==> config.mk <==
export PLATFORM = sky130hd
export DESIGN_NAME = reg_alu_pipe
export DESIGN_NICKNAME = d
export VERILOG_FILES = /design/src/rtl/reg_alu_pipe.sv
export SDC_FILE = /design/constraint.sdc
export NUM_CORES = 1
export LEC_CHECK = 0
export ABC_AREA = 1
export BUFFER_PORTS_ARGS = -buffer_cell sky130_fd_sc_hd__buf_2
export CAP_MARGIN = 20
export CORE_MARGIN = 2
export CORE_UTILIZATION = 23
export DETAILED_ROUTE_END_ITERATION = 10
export HOLD_SLACK_MARGIN = 0.1
export PLACE_DENSITY_LB_ADDON = 0.15
export RECOVER_POWER = 50
export SYNTH_ARGS = -nofsm -noshare
export SYNTH_HDL_FRONTEND = slang
export SYNTH_SLANG_ARGS = --single-unit
==> constraint.sdc <==
create_clock -name clk -period 2.73 [get_ports clk]
set_input_delay 0.4095 -clock clk [delete_from_list [all_inputs] [get_ports clk]]
set_output_delay 0.4095 -clock clk [all_outputs]
set_load 0.1 [all_outputs]
==> src/rtl/reg_alu_pipe.sv <==
// Two-stage register file + 8-op ALU datapath with a valid/ready issue port.
// Optional macro REG_ALU_BYPASS_EN: forward the EX write-back value instead of stalling on a RAW hazard.
module reg_alu_pipe #(
  parameter  int unsigned WIDTH = 16,
  parameter  int unsigned NREGS = 8,
  localparam int unsigned AW    = $clog2(NREGS)
) (
  input  logic             clk,
  input  logic             reset,
  input  logic             in_valid,
  output logic             in_ready,
  input  logic             sel,
  input  logic             wr,
  input  logic [2:0]       op,
  input  logic [AW-1:0]    rd_addr_a,
  input  logic [AW-1:0]    rd_addr_b,
  input  logic [AW-1:0]    wr_addr,
  input  logic [WIDTH-1:0] d_in,
  output logic [WIDTH-1:0] d_out_a,
  output logic [WIDTH-1:0] d_out_b,
  output logic [WIDTH-1:0] res,
  output logic             res_valid,
  output logic             cout,
  output logic             zero
);

  localparam int unsigned SW = WIDTH + 1;

  localparam logic [2:0] OP_ADD = 3'd0;
  localparam logic [2:0] OP_SUB = 3'd1;
  localparam logic [2:0] OP_AND = 3'd2;
  localparam logic [2:0] OP_OR  = 3'd3;
  localparam logic [2:0] OP_XOR = 3'd4;
  localparam logic [2:0] OP_NOT = 3'd5;
  localparam logic [2:0] OP_SHL = 3'd6;
  localparam logic [2:0] OP_ADC = 3'd7;

  logic [WIDTH-1:0] r_regs [NREGS];
  logic             r_ex_valid;
  logic             r_ex_sel;
  logic             r_ex_wr;
  logic [2:0]       r_ex_op;
  logic [AW-1:0]    r_ex_waddr;
  logic [WIDTH-1:0] r_ex_din;
  logic [WIDTH-1:0] r_ex_a;
  logic [WIDTH-1:0] r_ex_b;
  logic [WIDTH-1:0] r_res;
  logic             r_res_valid;
  logic             r_cout;
  logic             r_zero;

  logic [SW-1:0]    w_sum;
  logic [WIDTH-1:0] w_alu;
  logic             w_alu_c;
  logic             w_c_upd;
  logic [WIDTH-1:0] w_wb;
  logic             w_haz_a;
  logic             w_haz_b;
  logic [WIDTH-1:0] w_op_a;
  logic [WIDTH-1:0] w_op_b;
  logic             w_accept;

  // ALU: every op produces a WIDTH+1 result whose MSB is the candidate carry
  always_comb begin
    w_sum   = '0;
    w_c_upd = 1'b0;
    case (r_ex_op)
      OP_ADD: begin
        w_sum   = {1'b0, r_ex_a} + {1'b0, r_ex_b};
        w_c_upd = 1'b1;
      end
      OP_SUB: begin
        w_sum   = {1'b0, r_ex_a} + {1'b0, ~r_ex_b} + SW'(1);
        w_c_upd = 1'b1;
      end
      OP_AND: w_sum = {1'b0, r_ex_a & r_ex_b};
      OP_OR:  w_sum = {1'b0, r_ex_a | r_ex_b};
      OP_XOR: w_sum = {1'b0, r_ex_a ^ r_ex_b};
      OP_NOT: w_sum = {1'b0, ~r_ex_a};
      OP_SHL: begin
        w_sum   = {r_ex_a, 1'b0};
        w_c_upd = 1'b1;
      end
      OP_ADC: begin
        w_sum   = {1'b0, r_ex_a} + {1'b0, r_ex_b} + SW'(r_cout);
        w_c_upd = 1'b1;
      end
      default: w_sum = '0;
    endcase
  end

  assign w_alu    = w_sum[WIDTH-1:0];
  assign w_alu_c  = w_sum[WIDTH];
  assign w_wb     = r_ex_sel ? w_alu : r_ex_din;

  assign w_haz_a  = r_ex_valid & r_ex_wr & (rd_addr_a == r_ex_waddr);
  assign w_haz_b  = r_ex_valid & r_ex_wr & (rd_addr_b == r_ex_waddr);

`ifdef REG_ALU_BYPASS_EN
  assign w_op_a   = w_haz_a ? w_wb : r_regs[rd_addr_a];
  assign w_op_b   = w_haz_b ? w_wb : r_regs[rd_addr_b];
  assign in_ready = reset;
`else
  assign w_op_a   = r_regs[rd_addr_a];
  assign w_op_b   = r_regs[rd_addr_b];
  assign in_ready = reset & ~(w_haz_a | w_haz_b);
`endif

  assign w_accept = in_valid & in_ready;

  // Register file write-back
  always_ff @(posedge clk or negedge reset) begin
    if (!reset) begin
      r_regs <= '{default: '0};
    end else if (r_ex_valid && r_ex_wr) begin
      r_regs[r_ex_waddr] <= w_wb;
    end
  end

  // RD->EX capture, retire, result and flag registers
  always_ff @(posedge clk or negedge reset) begin
    if (!reset) begin
      r_ex_valid  <= 1'b0;
      r_ex_sel    <= 1'b0;
      r_ex_wr     <= 1'b0;
      r_ex_op     <= '0;
      r_ex_waddr  <= '0;
      r_ex_din    <= '0;
      r_ex_a      <= '0;
      r_ex_b      <= '0;
      r_res       <= '0;
      r_res_valid <= 1'b0;
      r_cout      <= 1'b0;
      r_zero      <= 1'b0;
    end else begin
      r_ex_valid  <= w_accept;
      r_res_valid <= r_ex_valid;
      if (w_accept) begin
        r_ex_sel   <= sel;
        r_ex_wr    <= wr;
        r_ex_op    <= op;
        r_ex_waddr <= wr_addr;
        r_ex_din   <= d_in;
        r_ex_a     <= w_op_a;
        r_ex_b     <= w_op_b;
      end
      if (r_ex_valid) begin
        r_res <= w_wb;
        if (r_ex_sel) begin
          r_zero <= (w_alu == '0);
          if (w_c_upd) r_cout <= w_alu_c;
        end
      end
    end
  end

  assign d_out_a   = r_ex_a;
  assign d_out_b   = r_ex_b;
  assign res       = r_res;
  assign res_valid = r_res_valid;
  assign cout      = r_cout;
  assign zero      = r_zero;

endmodule
==> results of run 1 <==
==> routing by layer <==
metal	track usage, %	vias to the layer above	wire [um]
li1	-	6849	-
met1	25.73	6680	26360
met2	32.65	367	28110
met3	2.930	98	2967
met4	5.775	8	1762
met5	0	-	54
==> cell usage in the layout, fill, tap and decap left out, types with 5 or more instances in the layout <==
cell type / count
inv_1: 173
dfrtp_4: 11
o22ai_1: 12
nand3_2: 23
o21ai_4: 5
nand2_4: 11
nor2_2: 8
a211oi_1: 9
nor2_1: 59
o21ai_2: 6
clkinv_2: 8
ha_4: 5
nor3_1: 5
o221ai_1: 32
inv_2: 23
o21ai_0: 232
buf_12: 24
nand4_1: 16
nand3_1: 68
nor2_4: 9
ha_1: 43
a21oi_1: 157
buf_2: 80
nand2_2: 39
o21ai_1: 41
dfrtp_2: 18
buf_4: 230
o211ai_1: 16
dfrtp_1: 175
dlygate4sd3_1: 22
clkbuf_8: 6
clkbuf_16: 30
o21bai_1: 5
nand2_1: 544
==> synth_stat cells (7+ instances only) <==
| cell | instances | area share [%] |
|---|---|---|
| buf_6 | 8 | 0.67 |
| nor2_2 | 7 | 0.32 |
| dfrtp_1 | 204 | 38 |
| o21ai_1 | 22 | 0.82 |
| nand2_1 | 560 | 16 |
| o21ai_0 | 258 | 9.6 |
| o22ai_1 | 12 | 0.56 |
| clkbuf_1 | 70 | 1.9 |
| nand3_1 | 85 | 3.2 |
| buf_2 | 17 | 0.63 |
| inv_2 | 18 | 0.50 |
| nand4_1 | 16 | 0.74 |
| o211ai_1 | 16 | 0.89 |
| nor2_1 | 63 | 1.8 |
| o221ai_1 | 32 | 2.1 |
| a21oi_1 | 157 | 5.8 |
| nand3_2 | 10 | 0.74 |
| a211oi_1 | 9 | 0.50 |
| ha_1 | 50 | 4.6 |
| nand2_2 | 28 | 1.3 |
| inv_1 | 179 | 5.0 |
==> power groups by stage <==
stage / Sequential, mW / Clock, mW / Combinational [mW]
CTS: 4.38 / 4.08 / 7.36
finish: 4.39 / 3.95 / 7.46
global route: 4.49 / 4.20 / 8.13
detailed placement: 4.43 / 0 / 7.00
global placement: 4.42 / 0 / 6.99
floorplan: 5.44 / 0 / 3.21
==> kinds of logic (layout without fill, tap and decap cells) <==
kind of cell             Yosys count  after routing  share of synthesized area (%)
adder cells (fa/ha/maj)           52             52                          4.932
flip-flops                       204            204                          37.82
other                              0              1                              0
AND/OR/NAND/NOR                  798            800                          25.61
multiplexers                       4              4                         0.3894
XOR/XNOR                           8              8                         0.5191
AO/OA/AOI/OAI                    527            527                          21.72
buffers and inverters            301            617                          9.002
==> sequential cells by signal, summed over array words and instances (netlist names) <==
| signal | cells |
|---|---|
| cout | 1 |
| d_out_a | 16 |
| d_out_b | 16 |
| r_ex_din | 16 |
| r_ex_op | 3 |
| r_ex_sel | 1 |
| r_ex_valid | 1 |
| r_ex_waddr | 3 |
| r_ex_wr | 1 |
| r_regs | 128 |
| res | 16 |
| res_valid | 1 |
| zero | 1 |
==> worst paths after layout <==
path	endpoint	slack [ns]
setup / recovery	res[12]	-0.27
min in group asynchronous	r_regs[33]	0.97
max in group asynchronous	d_out_a[6]	0.05
hold reg to reg	r_ex_din[14]	0.47
setup reg to reg	res[12]	-0.27
hold / removal	r_ex_din[8]	0.13
==> area by class of cell <==
cell class / instances / area [um2] / area share [%]
clock inverter: 14 / 160.2 / 0.8727
sequential: 204 / 5169 / 28.16
antenna: 1 / 2.502 / 0.01364
clock buffer: 39 / 823.3 / 4.486
timing repair buffer: 364 / 2935 / 15.99
tap: 765 / 957.2 / 5.215
multi-input combinational: 1391 / 7546 / 41.12
inverter: 200 / 759.5 / 4.138
==> worst reg2reg max path: stages (launching register included) <==
cell	delay [ns]
dfrtp_4	0.50
ha_4	0.17
inv_2	0.05
fa_2	0.44
inv_2	0.08
ha_2	0.20
nand3_4	0.09
inv_4	0.07
nand3_4	0.09
nor2_4	0.13
nand4_4	0.12
nor2_4	0.16
nand2_2	0.10
nand2_2	0.07
nand3_2	0.06
nand3_2	0.07
nand2_2	0.07
o21ai_4	0.20
buf_12	0.16
nand2_1	0.06
nand2_1	0.07
==> per-stage QoR <==
step | setup WS, ns | utilization (%) | hold slack [ns]
after floorplan | -0.08237 | - | 0.1139
after global placement | -0.4128 | 28.75 | 0.4610
after detailed placement | -0.4097 | 28.75 | 0.4619
after CTS | -0.2429 | 31.43 | 0.1015
after global routing | -0.4174 | 31.74 | 0.1247
final | -0.2743 | 31.75 | 0.1268
==> timing repair <==
action                                  CTS  global route
gates resized for setup                  48            38
hold endpoints to repair                225             0
endpoints found under the setup margin  110           119
setup buffers                            12             5
pin swaps                                15            11
gates cloned                              3             1
hold buffers                             22             0
==> impl_metrics.tcl, run 1 <==
set metrics [dict create \
    worst_pin_slew_ns 2.083 \
    io_buffers 84 \
    crit_type "register to register" \
    min-delay-start "d_in[8]" \
    p_sw_mw 6.926 \
    worst-path-stages 20 \
    fin_cells 2978 \
    total_power_mw 15.80 \
    n_fill_cell 6216 \
    start_util_pct 23.35 \
    die-area_um2 60630 \
    hold_class "input port to register" \
    netlist-cell-type-count 49 \
    crit_top_cell "nand2_2" \
    first_iter_violations 1185 \
    maxCapViolations 2 \
    clk_pin_slew_worst_paths_ns 0.06 \
    clk_latency_ns 0.58 \
    grt_use_total_pct 19.46 \
    hpwl_um 42260 \
    postPlaceCellArea_um2 16620 \
    max_freq_ghz 0.3329 \
    cts_root_buf "clkbuf_16" \
    vdd_ir_drop_max_mv 0.4642 \
    setup_viol 83 \
    slew_headroom_pct -38.85 \
    ys.flop_type "dfrtp_1" \
    seq_area_frac_synth_pct 37.82 \
    synth_area_um2 13500 \
    antenna_found_initial 6 \
    vias 14000 \
    nets 2275 \
    cp-end-kind "register" \
    postRouteAntennaNets 0 \
    h-tree-depth 1 \
    outcome "complete, but fails checks" \
    synthToLayoutAreaGrowth_pct 35.98 \
    p_int_mw 8.877 \
    rsz0062_at_grt "yes" \
    p_per_area_nw_per_um2 861.1 \
    min_period_over_period_pct 110.0 \
    dp_cells 2881 \
    critical_path.cell_chain "ha_4 > inv_2 > fa_2 > inv_2 > ha_2 > nand3_4 > inv_4 > nand3_4 > nor2_4 > nand4_4 > nor2_4 > nand2_2 > nand2_2 > nand3_2 > nand3_2 > nand2_2 > o21ai_4 > buf_12 > nand2_1 > nand2_1" \
    drive_gt1_share_pct 26.04 \
    core_um2 57810 \
    sequentialPowerShare_pct 27.8 \
    cts_max_path_buffers 3 \
    overflow 0 \
    clkSinkCount 204 \
    period_minus_slack_ns 3.004 \
    grt_pass1_wl_um 88790 \
    worstSetupStartpoint "d_out_b[0]" \
    leakage_nw 8.696 \
    finalWirelength_um 59260 \
    detail_route.drc_violations 0 \
    synthesis.nets 1979 \
    worst_slack_ns -0.2743 \
    cp.buffers_inverters 4 \
    place.gp.congestion 0.8903 \
    firstDrtPassIters 5 \
    row_count 88 \
    slew_viol_final 206 \
    syn_avg_cell_area_um2 7.126 \
    p_sw_share_pct 43.83 \
    grt_pass1_vias 13810 \
    fin_setup_tns_ns -13.83 \
    critPathSlowestCell "dfrtp_4" \
    cts_tree "done" \
    cp_top_family "simple AND/OR/NAND/NOR gates" \
    hold_violations 0 \
    cp.required_ns 3.23 \
    grt_max_degree 146 \
    die_w_um 246.2 \
    yosysWarnings 0 \
    wire_per_inst_um 19.90 \
    synthArstFlopShare_pct 100.0 \
    ys_ff_latch 204 \
    pwr-share-clk_pct 25.0 \
    die_h_um 246.2 \
    fin_area_um2 18350 \
    finalClockSkew_ns 0.02003 \
    combPwrFrac_pct 47.2 \
    worst_r2r_path_depth 20 \
    viasPerCell 4.702 \
    cpPeakStageDelay_ns 0.50 \
    cp-start-kind "register" \
    crit_arrival_ns 3.51 \
    failed_checks "max-capacitance violations, max-slew violations, negative setup slack" \
    synth_edf_count 0 \
    cts_buffers 29 \
    synthCells 1894 \
    cp_max_fo 9 \
    whs_path_depth 3 \
    timing.rr.start "d_out_b[0]" \
    ios 85 \
]
Power figures use the tool's default switching activity.
==> inputs of run 2 (changes only) <==
--- a/config.mk
+++ b/config.mk
@@ -6,13 +6,13 @@
 export NUM_CORES = 1
 export LEC_CHECK = 0
 export ABC_AREA = 1
-export BUFFER_PORTS_ARGS = -buffer_cell sky130_fd_sc_hd__buf_2
+export BUFFER_PORTS_ARGS = -buffer_cell sky130_fd_sc_hd__buf_4
 export CAP_MARGIN = 20
 export CORE_MARGIN = 2
 export CORE_UTILIZATION = 23
+export CTS_BUF_LIST = sky130_fd_sc_hd__clkbuf_16
 export DETAILED_ROUTE_END_ITERATION = 10
 export HOLD_SLACK_MARGIN = 0.1
-export PLACE_DENSITY_LB_ADDON = 0.15
 export RECOVER_POWER = 50
 export SYNTH_ARGS = -nofsm -noshare
 export SYNTH_HDL_FRONTEND = slang
==> impl_metrics.tcl, run 2 (same netlist as run 1, synthesis figures left out) <==
set metrics [dict create \
    rsz0062_at_grt "yes" \
    fin_area_um2 18050 \
    die_w_um 246.2 \
    maxCapViolations 1 \
    n_fill_cell 6179 \
    worst_slack_ns -0.2683 \
    row_count 88 \
    overflow 0 \
    hold_violations 0 \
    start_util_pct 23.35 \
    crit_type "register to register" \
    finalClockSkew_ns 0.02222 \
    grt_max_degree 140 \
    grt_use_total_pct 16.98 \
    final_common_cell "nand2_1" \
    firstDrtPassIters 5 \
    detail_route.drc_violations 0 \
    regMostFlops "r_regs" \
    place.gp.congestion 0.9467 \
    min_period_over_period_pct 109.8 \
    cp-end-kind "register" \
    cp-start-kind "register" \
    max_freq_ghz 0.3335 \
    cts_buffers 23 \
    dp_cells 2854 \
    worst_pin_slew_ns 1.559 \
    cts_tree "done" \
    dp_slack_ns -0.2614 \
    vias 13980 \
    largest_reg_flops 128 \
    finalWirelength_um 52760 \
    clkSinkCount 204 \
    fin_cells 2935 \
    cp.required_ns 3.17 \
    antenna_found_initial 6 \
    cts_max_path_buffers 3 \
    slew_viol_final 63 \
    postPlaceCellArea_um2 16490 \
    clk_pin_slew_worst_paths_ns 0.06 \
    die_h_um 246.2 \
    core_um2 57810 \
    hpwl_um 36560 \
    crit_arrival_ns 3.43 \
    cp_max_fo 5 \
    clk_latency_ns 0.57 \
    setup_viol 93 \
    vdd_ir_drop_max_mv 0.4859 \
    io_buffers 84 \
    postRouteAntennaNets 0 \
    failed_checks "max-capacitance violations, max-slew violations, negative setup slack" \
    outcome "complete, but fails checks" \
    ios 85 \
    grt_pass1_wl_um 79700 \
    final_cell_mix "nand2_1 (524), buf_4 (287), o21ai_0 (223), inv_1 (177), dfrtp_1 (175)" \
    slew_headroom_pct -3.927 \
    leakage_nw 8.456 \
    first_iter_violations 1374 \
    die-area_um2 60630 \
    h-tree-depth 1 \
    cts_root_buf "clkbuf_16" \
    wire_per_inst_um 17.98 \
    period_minus_slack_ns 2.998 \
    nets 2241 \
    total_power_mw 14.83 \
    synthToLayoutAreaGrowth_pct 33.72 \
    hold_class "input port to register" \
    hold_slack_ns 0.3291 \
    drive_gt1_share_pct 26.11 \
    viasPerCell 4.764 \
    p_per_area_nw_per_um2 822.0 \
    grt_pass1_vias 13330 \
]
-- run 2: cell count changes in the layout (fill, tap and decap cells not counted), moves of 9 or more --
cell	change
buf_12	-14
o21ai_0	-9
buf_2	-80
buf_4	+57
nand2_1	-20
nand2_2	+18
-- run 2: worst paths after layout --
kind | start | endpoint | slack [ns] | cells after the start
setup / recovery | d_out_b[0] | res[15] | -0.27 | 19
hold reg to reg | r_regs[101] | r_regs[101] | 0.48 | 2
hold / removal | in_valid | r_ex_din[4] | 0.33 | 5
setup reg to reg | d_out_b[0] | res[15] | -0.27 | 19
max in group asynchronous | reset | r_regs[72] | 0.43 | 3
min in group asynchronous | reset | res[0] | 0.38 | 2
-- run 2: metrics by stage --
stage                     utilization, %  TNS [ns]
after floorplan                        -    -3.558
after global placement             28.53    -8.123
after detailed placement           28.53    -8.471
after CTS                          30.45    -6.036
after global routing               31.22    -27.31
final                              31.22    -11.58
-- run 2: cell type report --
| class | instances | area (um2) | area share, % |
|---|---|---|---|
| multi-input combinational | 1392 | 7699 | 42.66 |
| sequential | 204 | 5169 | 28.64 |
| antenna | 2 | 5.005 | 0.02773 |
| tap | 765 | 957.2 | 5.304 |
| clock inverter | 14 | 105.1 | 0.5824 |
| timing repair buffer | 335 | 2779 | 15.40 |
| inverter | 200 | 758.2 | 4.201 |
| clock buffer | 23 | 575.6 | 3.189 |
-- run 2: what timing repair did --
| action | 4_1_cts | 5_1_grt |
|---|---|---|
| cloned | 2 | 5 |
| hold buffers | 25 | 0 |
| setup endpoints to repair | 84 | 128 |
| pin swaps | 19 | 29 |
| gates resized for setup | 25 | 118 |
| hold endpoints to repair | 88 | 0 |
| buffers inserted | 7 | 4 |
-- run 2: power breakdown --
group	internal [mW]	total, mW	leakage (nW)	switching (mW)
Sequential	3.86	4.46	2.64	0.601
Clock	1.62	2.98	0.353	1.35
Combinational	2.63	7.40	5.46	4.77
-- run 2: routing by layer --
layer / GRT usage [%] / part of all wire, % / vias to the layer above / wire, um
met2: 26.07 / 44 / 502 / 23180
li1: - / - / 6786 / -
met5: 0 / 0.057 / - / 30
met1: 23.64 / 45 / 6586 / 23750
met4: 5.276 / 2.9 / 6 / 1534
met3: 3.693 / 8.1 / 102 / 4265
-- run 2: worst max-delay path, cell delays in order, from the launching register on --
cell and delay (ns):
dfrtp_4 0.50, ha_4 0.17, inv_2 0.05, fa_2 0.44, inv_2 0.10, nand2_2 0.06, nor2_4 0.12, nand3_2 0.10
nor2_4 0.11, nand3_2 0.10, nor2_4 0.20, nand3_4 0.11, inv_4 0.07, nand3_2 0.07, nand3_2 0.06, nand4_1 0.13
nand2_2 0.19, nand2_4 0.13, nand2_2 0.09, nand2_1 0.05
